## src/rtl/adder_pkg.sv

```systemverilog
// Shared types and sizing helpers for the pipelined parallel-prefix adder.
// Latency is derived here so the RTL and its users agree on it.
package adder_pkg;

    typedef struct packed {
        logic g;
        logic p;
    } gp_t;

    function automatic int clog2(input int n);
        int r;
        r = 0;
        while ((1 << r) < n) r++;
        return r;
    endfunction

    function automatic int ngrp_of(input int w, input int re);
        return (clog2(w) + re - 1) / re;
    endfunction

    function automatic int lat_of(input int w, input int re);
        return ngrp_of(w, re) + 2;
    endfunction

endpackage

```

## src/rtl/gp_prefix_cell.sv

```systemverilog
// Kogge-Stone black cell: merges a higher (G,P) span with the adjacent lower span.
module gp_prefix_cell
    import adder_pkg::*;
(
    input  gp_t hi,
    input  gp_t lo,
    output gp_t o
);

    assign o.g = hi.g | (hi.p & lo.g);
    assign o.p = hi.p & lo.p;

endmodule

```

## src/rtl/pipelined_prefix_adder.sv

```systemverilog
// Pipelined Kogge-Stone adder/subtractor with a global-stall valid/ready pipe
// and a sideband tag that travels with each operation.
module pipelined_prefix_adder
    import adder_pkg::*;
#(
    parameter int WIDTH     = 16,
    parameter int REG_EVERY = 2,
    parameter int TAG_W     = 4
) (
    input  logic             clk,
    input  logic             rst_n,
    input  logic             in_valid,
    output logic             in_ready,
    input  logic [WIDTH-1:0] in_a,
    input  logic [WIDTH-1:0] in_b,
    input  logic             in_cin,
    input  logic             in_sub,
    input  logic [TAG_W-1:0] in_tag,
    output logic             out_valid,
    input  logic             out_ready,
    output logic [WIDTH-1:0] out_sum,
    output logic             out_cout,
    output logic             out_ovf,
    output logic [TAG_W-1:0] out_tag
);

    localparam int LOG2W = clog2(WIDTH);
    localparam int NGRP  = ngrp_of(WIDTH, REG_EVERY);
    localparam int LAT   = lat_of(WIDTH, REG_EVERY);

    logic             adv;
    logic [LAT-1:0]   vld_q, vld_d;
    logic [TAG_W-1:0] tag_q [LAT];
    logic [TAG_W-1:0] tag_d [LAT];
    gp_t [WIDTH-1:0]  gp_q [NGRP+1];
    gp_t [WIDTH-1:0]  gp_d [NGRP+1];
    logic [WIDTH-1:0] p_q [NGRP+1];
    logic [WIDTH-1:0] p_d [NGRP+1];
    logic [NGRP:0]    c0_q, c0_d;
    logic [WIDTH-1:0] sum_q, sum_d;
    logic             cout_q, cout_d;
    logic             ovf_q, ovf_d;
    logic [WIDTH-1:0] bx;
    logic             c0;
    gp_t [WIDTH-1:0]  s1_gp;
    logic [WIDTH:0]   carry;
    logic             unused_p;

    assign adv      = !vld_q[LAT-1] | out_ready;
    assign in_ready = adv;

    always_comb begin
        bx = in_sub ? ~in_b : in_b;
        c0 = in_sub | in_cin;
        for (int i = 0; i < WIDTH; i++) begin
            s1_gp[i].g = in_a[i] & bx[i];
            s1_gp[i].p = in_a[i] ^ bx[i];
        end
        // Carry-in folded into bit 0 so the prefix tree needs no extra input.
        s1_gp[0].g = s1_gp[0].g | (s1_gp[0].p & c0);
    end

    assign gp_d[0] = s1_gp;

    for (genvar gi = 0; gi < NGRP; gi++) begin : g_grp
        for (genvar j = 0; j < REG_EVERY; j++) begin : g_lvl
            localparam int K = gi * REG_EVERY + j;
            localparam int S = (K < LOG2W) ? (1 << K) : WIDTH;
            gp_t [WIDTH-1:0] src;
            gp_t [WIDTH-1:0] dst;
            if (j == 0) begin : g_in
                assign src = gp_q[gi];
            end else begin : g_chain
                assign src = g_lvl[j-1].dst;
            end
            for (genvar i = 0; i < WIDTH; i++) begin : g_bit
                if (i >= S) begin : g_cell
                    gp_prefix_cell u_cell (
                        .hi (src[i]),
                        .lo (src[i-S]),
                        .o  (dst[i])
                    );
                end else begin : g_wire
                    assign dst[i] = src[i];
                end
            end
        end
        assign gp_d[gi+1] = g_lvl[REG_EVERY-1].dst;
    end

    always_comb begin
        vld_d    = {vld_q[LAT-2:0], in_valid};
        tag_d[0] = in_tag;
        for (int s = 1; s < LAT; s++) tag_d[s] = tag_q[s-1];
        p_d[0]  = in_a ^ bx;
        c0_d[0] = c0;
        for (int s = 1; s <= NGRP; s++) begin
            p_d[s]  = p_q[s-1];
            c0_d[s] = c0_q[s-1];
        end
    end

    always_comb begin
        carry[0] = c0_q[NGRP];
        unused_p = 1'b0;
        for (int i = 0; i < WIDTH; i++) begin
            carry[i+1] = gp_q[NGRP][i].g;
            unused_p   = unused_p ^ gp_q[NGRP][i].p;
        end
        sum_d  = p_q[NGRP] ^ carry[WIDTH-1:0];
        cout_d = carry[WIDTH];
        ovf_d  = carry[WIDTH] ^ carry[WIDTH-1];
    end

    always_ff @(posedge clk or negedge rst_n) begin
        if (!rst_n) begin
            vld_q <= '0;
            for (int s = 0; s < LAT; s++) tag_q[s] <= '0;
            for (int s = 0; s <= NGRP; s++) begin
                gp_q[s] <= '0;
                p_q[s]  <= '0;
            end
            c0_q   <= '0;
            sum_q  <= '0;
            cout_q <= 1'b0;
            ovf_q  <= 1'b0;
        end else if (adv) begin
            vld_q  <= vld_d;
            tag_q  <= tag_d;
            gp_q   <= gp_d;
            p_q    <= p_d;
            c0_q   <= c0_d;
            sum_q  <= sum_d;
            cout_q <= cout_d;
            ovf_q  <= ovf_d;
        end
    end

    assign out_valid = vld_q[LAT-1];
    assign out_tag   = tag_q[LAT-1];
    assign out_sum   = sum_q;
    assign out_cout  = cout_q;
    assign out_ovf   = ovf_q;

endmodule

```

## config.mk

```make
export PLATFORM = sky130hd
export DESIGN_NAME = pipelined_prefix_adder
export DESIGN_NICKNAME = d
export VERILOG_FILES = /design/src/rtl/adder_pkg.sv /design/src/rtl/gp_prefix_cell.sv /design/src/rtl/pipelined_prefix_adder.sv
export SDC_FILE = /design/constraint.sdc
export NUM_CORES = 1
export LEC_CHECK = 0
export ABC_AREA = 1
export CORE_MARGIN = 5
export CORE_UTILIZATION = 50
export DETAILED_ROUTE_END_ITERATION = 8
export PLACE_DENSITY = 0.84
export SLEW_MARGIN = 30
export SYNTH_ARGS = -nofsm -noshare
export SYNTH_HDL_FRONTEND = slang
export SYNTH_HIERARCHICAL = 1
export SYNTH_SLANG_ARGS = --single-unit
export TNS_END_PERCENT = 20
```

## constraint.sdc

```tcl
create_clock -name clk -period 1.2 [get_ports clk]
set_clock_uncertainty 0.05 [all_clocks]
set_input_delay 0.24 -clock clk [delete_from_list [all_inputs] [get_ports clk]]
set_output_delay 0.24 -clock clk [all_outputs]
set_load 0.02 [all_outputs]
```

# After elaboration in Yosys (flattened, before gate mapping)
# Cells that the tools add are included.
# W data, S select, Z words.
# totals
regBits	164
input_bits	42
output_inout_bits	24
wordCells	261
# op_classes
mux	1
bitwise_logic	172
n_reduce_logical	1
# op_table
operator	n
$and A1 B1 Y1	100
$or A1 B1 Y1	52
$xor A16 B16 Y16	2
$xor A1 B1 Y1	17
$mux W16	1
$not A16 Y16	1
$logic_not A1 Y1	1

# Logic depth before layout (Yosys ltp)
# Gate-level depths: netlist (run 1).
# logic_depth
word_depth	5
mapped_depth	8
ltp_nobuf	6

# Modules after synthesis
# The synthesis (run 1) kept the hierarchy.
# modules_own_cells
module	n_inst	cells_each	area_per_inst_um2	seq_area_each_um2
pipelined_prefix_adder	1	705	6374.9	3803.6
gp_prefix_cell	49	5	18.8	0.0

# Worst setup path before layout (run 1)
# No wires, ideal clock.
# synth_timing
kind	input port to flip-flop
startpoint	input in_sub
endpoint	register gp_q, in the netlist g_grp[0].g_lvl[0].dst[1]
setup_time_ps	117
arrival_time_ps	1232
t_required_ps	1033
slack_ps	-199
path_stages	8
path_buffers	2
path_cell_list	buf_2 buf_4 xor2_1 ha_1 inv_1 nor2_1 nor2_1 nor2_1
# synth_lines
item	line_no	source
start, declared	pipelined_prefix_adder.sv:17	input logic in_sub,
end signal, assigned	pipelined_prefix_adder.sv:130	gp_q <= gp_d;
end, declared	pipelined_prefix_adder.sv:35	gp_t [WIDTH-1:0] gp_q [NGRP+1];

# Final worst setup path (run 1)
# layout_timing
startpoint	register vld_q[3]
endpoint	output in_ready
# layout_via
elab_chain_cells	2
# layout_rtl
item	line_no	source
start, declared	pipelined_prefix_adder.sv:32	logic [LAT-1:0] vld_q, vld_d;
start signal, assigned	pipelined_prefix_adder.sv:128	vld_q <= vld_d;
$logic_not A1 Y1	pipelined_prefix_adder.sv:49	assign adv = !vld_q[LAT-1] | out_ready;
$or A1 B1 Y1	pipelined_prefix_adder.sv:49	
end, declared	pipelined_prefix_adder.sv:13	output logic in_ready,
# No other way between the ends.

==> results of run 1 <==
## path summary, 6_finish.rpt
check / startpoint / end / slack [ns]
max in group asynchronous: rst_n / g_grp[1].g_lvl[0].src[31]$_DFFE_PN0P_ / 0.42
worst min-delay path: rst_n / tag_d[9]$_DFFE_PN0P_ / 0.19
worst max register to register: vld_q[3]$_DFFE_PN0P_ / g_grp[1].g_lvl[0].src[15]$_DFFE_PN0P_ / -0.16
worst max-delay path: vld_q[3]$_DFFE_PN0P_ / in_ready / -0.20
worst min register to register: vld_q[2]$_DFFE_PN0P_ / vld_q[3]$_DFFE_PN0P_ / 0.40
min in group clk: in_tag[2] / tag_d[10]$_DFFE_PN0P_ / 0.30
## repair_timing
action	CTS	global route
pin swaps	0	0
gates cloned	3	2
resized for setup	149	9
hold buffers	1	0
endpoints found under the setup margin	173	173
buffers inserted	16	0
hold endpoints to repair	149	0
## layout make-up
| type | instances | share of cell area, % |
|---|---|---|
| flip-flops and latches | 149 | 41.7 |
| multi-input cells | 582 | 29.1 |
| repair buffers | 107 | 14.0 |
| inverters | 134 | 5.62 |
| clock buffers | 19 | 5.07 |
| well taps | 180 | 2.52 |
| clock inverters | 13 | 1.90 |
## sequential cells by signal, indices dropped and copies added (netlist names)
signal / count
c0_q: 3
carry: 15
cout_d: 1
g_grp.g_lvl.dst: 5
g_grp.g_lvl.src: 39
out_cout: 1
out_ovf: 1
out_sum: 16
out_tag: 4
p_d: 32
p_q: 16
tag_d: 12
vld_q: 4
## metrics by stage
stage | cell area, sq um | std cells | utilization, %
3_3_place_gp | 7970 | 1130 | 57.4
4_1_cts | 8870 | 1182 | 63.9
2_1_floorplan | 7120 | 908 | -
3_5_place_dp | 7970 | 1130 | 57.4
5_1_grt | 8940 | 1184 | 64.4
6_report | 8940 | 1184 | 64.4
## routing by layer
metal  track usage (%)  vias up  share of wire, %  routed length [um]
li1                  -     2923                 -                   -
met1              26.8     2791                42                7010
met2              33.5      192                49                8180
met3              4.57       37               6.2                1040
met4              7.78        0               2.5                 424
met5                 0        -                 0                   0
## power groups by stage
stage,clock network (W),logic (W),registers (W)
3_5_place_dp,0,0.00692,0.00855
4_1_cts,0.00558,0.00786,0.00855
6_report,0.00555,0.00804,0.00862
2_1_floorplan,0,0.00439,0.00863
5_1_grt,0.00585,0.00898,0.00888
3_3_place_gp,0,0.00662,0.00848
## cells in the final DEF, fill, tap and decap left out, drive strengths merged, types with 16 or more instances in the layout
cell,instances
a21oi,34
buf,61
clkbuf,22
clkdlybuf4s50,39
dfrtp,149
ha,16
inv,138
nand2,364
nand3,65
nor2,39
o21ai,48
xor2,16
==> results_dict.tcl, run 1 <==
set metrics [dict create \
    ir_drop_mv 1.01 \
    syn_area_per_cell_sq_um 7.79 \
    seq_area_sq_um 3730 \
    multi_input_area_sq_um 2610 \
    clock_latency_ns 0.42 \
    top_level_ports 66 \
    root_buffer "clkbuf_16" \
    worst_path_max_delay_cell "dfrtp_2" \
    critical_path.top_delay_family "flip-flops" \
    routed_wl_um 16700 \
    finalWeightedCongestion 0.818 \
    hpwl_um 10200 \
    reg2regPathDepth 5 \
    end_kind "primary output" \
    core-area_sq_um 13900 \
    maxSlewHeadroom_pct 70.5 \
    cp_cell_sequence "nand2_8 > buf_6" \
    drv_cap 0 \
    path_depth 2 \
    seq_power_share_pct 38.8 \
    antenna_found_initial 0 \
    die-area_sq_um 16600 \
    power_w 0.0222 \
    wire_per_inst_um 14.1 \
    violations "setup timing" \
    grt_max_degree 66 \
    ant_nets 0 \
    initial_core_util_pct 50.9 \
    period_share_pct 117 \
    fmax_ghz 0.712 \
    cp.required_ns 0.91 \
    fill_cells 1048 \
    finalCriticalPeriod_ns 1.40 \
    power_frac_comb_pct 36.2 \
    fin_ws_ns -0.205 \
    switching_power_w 0.00827 \
    grt_pass1_vias 5811 \
    sw_frac_of_total_pct 37.2 \
    gr-total-overflow 0 \
    htreeDepth 4 \
    clk_pin_slew_ns 0.06 \
    worstHoldPathType "in2async" \
    grt_pass1_wl_um 27200 \
    setup.worst_path.class "reg2out" \
    die_w_um 129 \
    syn_to_final_growth_pct 26.5 \
    cts.sinks 149 \
    layout-drive-gt1-share_pct 10.1 \
    hold_viol_final 0 \
    cts_max_path_buffers 2 \
    syn_inst 908 \
    post-place-ws_ns -0.634 \
    synth_nets 966 \
    nets 1049 \
    numPortBuffers 65 \
    antennaDiodeCount 0 \
    syn_area_sq_um 7070 \
    path_buf_inv 1 \
    via_per_inst 5.02 \
    initialDrtViolationCount 448 \
    ys_warn_count 6 \
    arrival_ns 1.11 \
    num_vias 5943 \
    dr.pass1.iters 5 \
    setup_viol 152 \
    fin_tns_setup_ns -9.78 \
    rows 43 \
    start_kind "flop" \
    p_per_area_nw_per_um2 2480 \
    cts_tree "done" \
    rsz0062_at_grt "yes" \
    final-max-slew-violation-count 0 \
    clockPowerShare_pct 25.0 \
    cp_slowest_stage_delay_ns 0.47 \
    p_int_w 0.0139 \
    worst-slew-pin-transition_ns 0.442 \
    detail_route.drc_violations 0 \
    cts_buffers 17 \
    outcome "complete, but fails checks" \
    die_h_um 129 \
    grt_usage_pct 20.5 \
    path_max_fanout 3 \
    holdWs_ns 0.188 \
    p_leak_nw 4.98 \
]
No activity file was read; power rests on OpenSTA's default activity.
==> inputs of run 2 (changes only) <==
- CAP_MARGIN: unset -> 15
==> results of run 2 <==
The final DEF is identical to that of run 1; final timing and power are the same.
==> inputs of run 3 (changes only) <==
- CORE_MARGIN: 5 -> unset
- GPL_ROUTABILITY_DRIVEN: unset -> 0
==> run 3 against run 2 <==
The flow still finishes with violations (setup timing). Clock power is 4.5% lower. Combinational power about the same. Count of clock-buffer cells in the layout up 4. Routed wire length decreased by 1.5%. First-iteration DRC count rose by 21%. Critical path depth is the same. Non-clock buffer count decreased by 3. Flip-flop and latch count is the same. Cell count is 0.34% lower. Final area decreased by 0.88%. Critical path type unchanged. Largest power group unchanged.
==> results_dict.tcl, run 3 (synthesis results as in run 1) <==
set metrics [dict create \
    antennaDiodeCount 0 \
    place_inst 1131 \
    cts_max_path_buffers 2 \
    fin_ws_ns -0.176 \
    rsz0062_at_grt "yes" \
    reg2regPathDepth 5 \
    htreeDepth 4 \
    finalCriticalPeriod_ns 1.38 \
    clock_latency_ns 0.42 \
    final_common_cell "nand2_1" \
    cp.required_ns 0.91 \
    setup_viol 134 \
    gr-total-overflow 0 \
    top_level_ports 66 \
    holdWs_ns 0.217 \
    setup.worst_path.class "reg2out" \
    grt_max_degree 71 \
    largest_register_ffs 39 \
    path_max_fanout 3 \
    die_h_um 121 \
    cts.sinks 149 \
    worst-slew-pin-transition_ns 0.427 \
    fmax_ghz 0.727 \
    dr.pass1.iters 6 \
    ant_nets 0 \
    outcome "complete, but fails checks" \
    numPortBuffers 65 \
    cts_buffers 17 \
    via_per_inst 5.11 \
    p_leak_nw 4.92 \
    ir_drop_mv 1.21 \
    end_kind "primary output" \
    num_vias 6035 \
    layout-drive-gt1-share_pct 9.60 \
    core-area_sq_um 13800 \
    hold_viol_final 0 \
    wire_per_inst_um 13.9 \
    hpwl_um 9450 \
    start_kind "flop" \
    detail_route.drc_violations 0 \
    die-area_sq_um 14600 \
    p_per_area_nw_per_um2 2470 \
    violations "setup timing" \
    initial_core_util_pct 51.1 \
    grt_usage_pct 22.8 \
    grt_pass1_wl_um 26200 \
    instances_no_fill 1180 \
    cts_tree "done" \
    period_share_pct 115 \
    nets 1046 \
    post-place-ws_ns -0.596 \
    final-max-slew-violation-count 0 \
    worstHoldPathType "in2async" \
    final_cell_mix "363 x nand2_1, 148 x dfrtp_1, 133 x inv_1" \
    antenna_found_initial 0 \
    die_w_um 121 \
    rows 43 \
    maxSlewHeadroom_pct 71.6 \
    syn_to_final_growth_pct 25.4 \
    root_buffer "clkbuf_16" \
    grt_pass1_vias 5590 \
    drv_cap 0 \
    routed_wl_um 16400 \
    initialDrtViolationCount 543 \
    arrival_ns 1.09 \
    clk_pin_slew_ns 0.06 \
]
## run 3: cell type report
| class | instances | area, sq um |
|---|---|---|
| fillers | 1048 | 4960 |
| flip-flops and latches | 149 | 3730 |
| multi-input cells | 582 | 2610 |
| repair buffers | 104 | 1200 |
| inverters | 134 | 503 |
| clock buffers | 23 | 498 |
| well taps | 180 | 225 |
| clock inverters | 8 | 97.6 |
## run 3: per-stage QoR
step	total power (W)	utilization, %	setup TNS (ns)	instance area, sq um
2_1_floorplan	0.0130	-	-1.01	7120
3_3_place_gp	0.0151	57.8	-67.49	7990
3_5_place_dp	0.0154	57.8	-70.54	7990
4_1_cts	0.0214	63.3	-13.67	8750
5_1_grt	0.0234	64.1	-14.59	8860
6_report	0.0219	64.1	-6.21	8860
## run 3: metal layers
layer | global-route usage, % | part of all wire (%) | vias up
li1 | - | - | 2900
met1 | 30.5 | 42 | 2890
met2 | 37.0 | 51 | 217
met3 | 4.84 | 6.1 | 28
met4 | 7.41 | 1.6 | 0
met5 | 0 | 0 | -
## run 3: what timing repair did
item / in CTS / in global routing
setup endpoints to repair: 165 / 171
hold buffers: 1 / 0
buffers inserted: 13 / 0
gates resized for setup: 148 / 7
cloned: 0 / 4
hold endpoints to repair: 149 / 0
## run 3: worst paths after layout
kind | from | to | slack (ns)
min reg2reg | vld_q[2]$_DFFE_PN0P_ | vld_q[3]$_DFFE_PN0P_ | 0.40
max in group asynchronous | rst_n | tag_d[4]$_DFFE_PN0P_ | 0.40
max | vld_q[3]$_DFFE_PN0P_ | in_ready | -0.18
max reg2reg | vld_q[3]$_DFFE_PN0P_ | p_d[11]$_DFFE_PN0P_ | -0.15
min | rst_n | out_sum[14]$_DFFE_PN0P_ | 0.22
min in group clk | in_tag[1] | tag_d[9]$_DFFE_PN0P_ | 0.31
## run 3: worst max-delay path: stages (launching register included)
cell	delay [ns]
dfrtp_2	0.46
nand2_8	0.09
buf_6	0.11
## run 3: power breakdown
part           switching [W]  internal [W]  total [W]  leakage, nW
combinational        0.00465       0.00336    0.00801         2.81
clock                0.00198       0.00331    0.00530        0.287
sequential           0.00149       0.00710    0.00859         1.82
total                0.00813        0.0138     0.0219         4.92
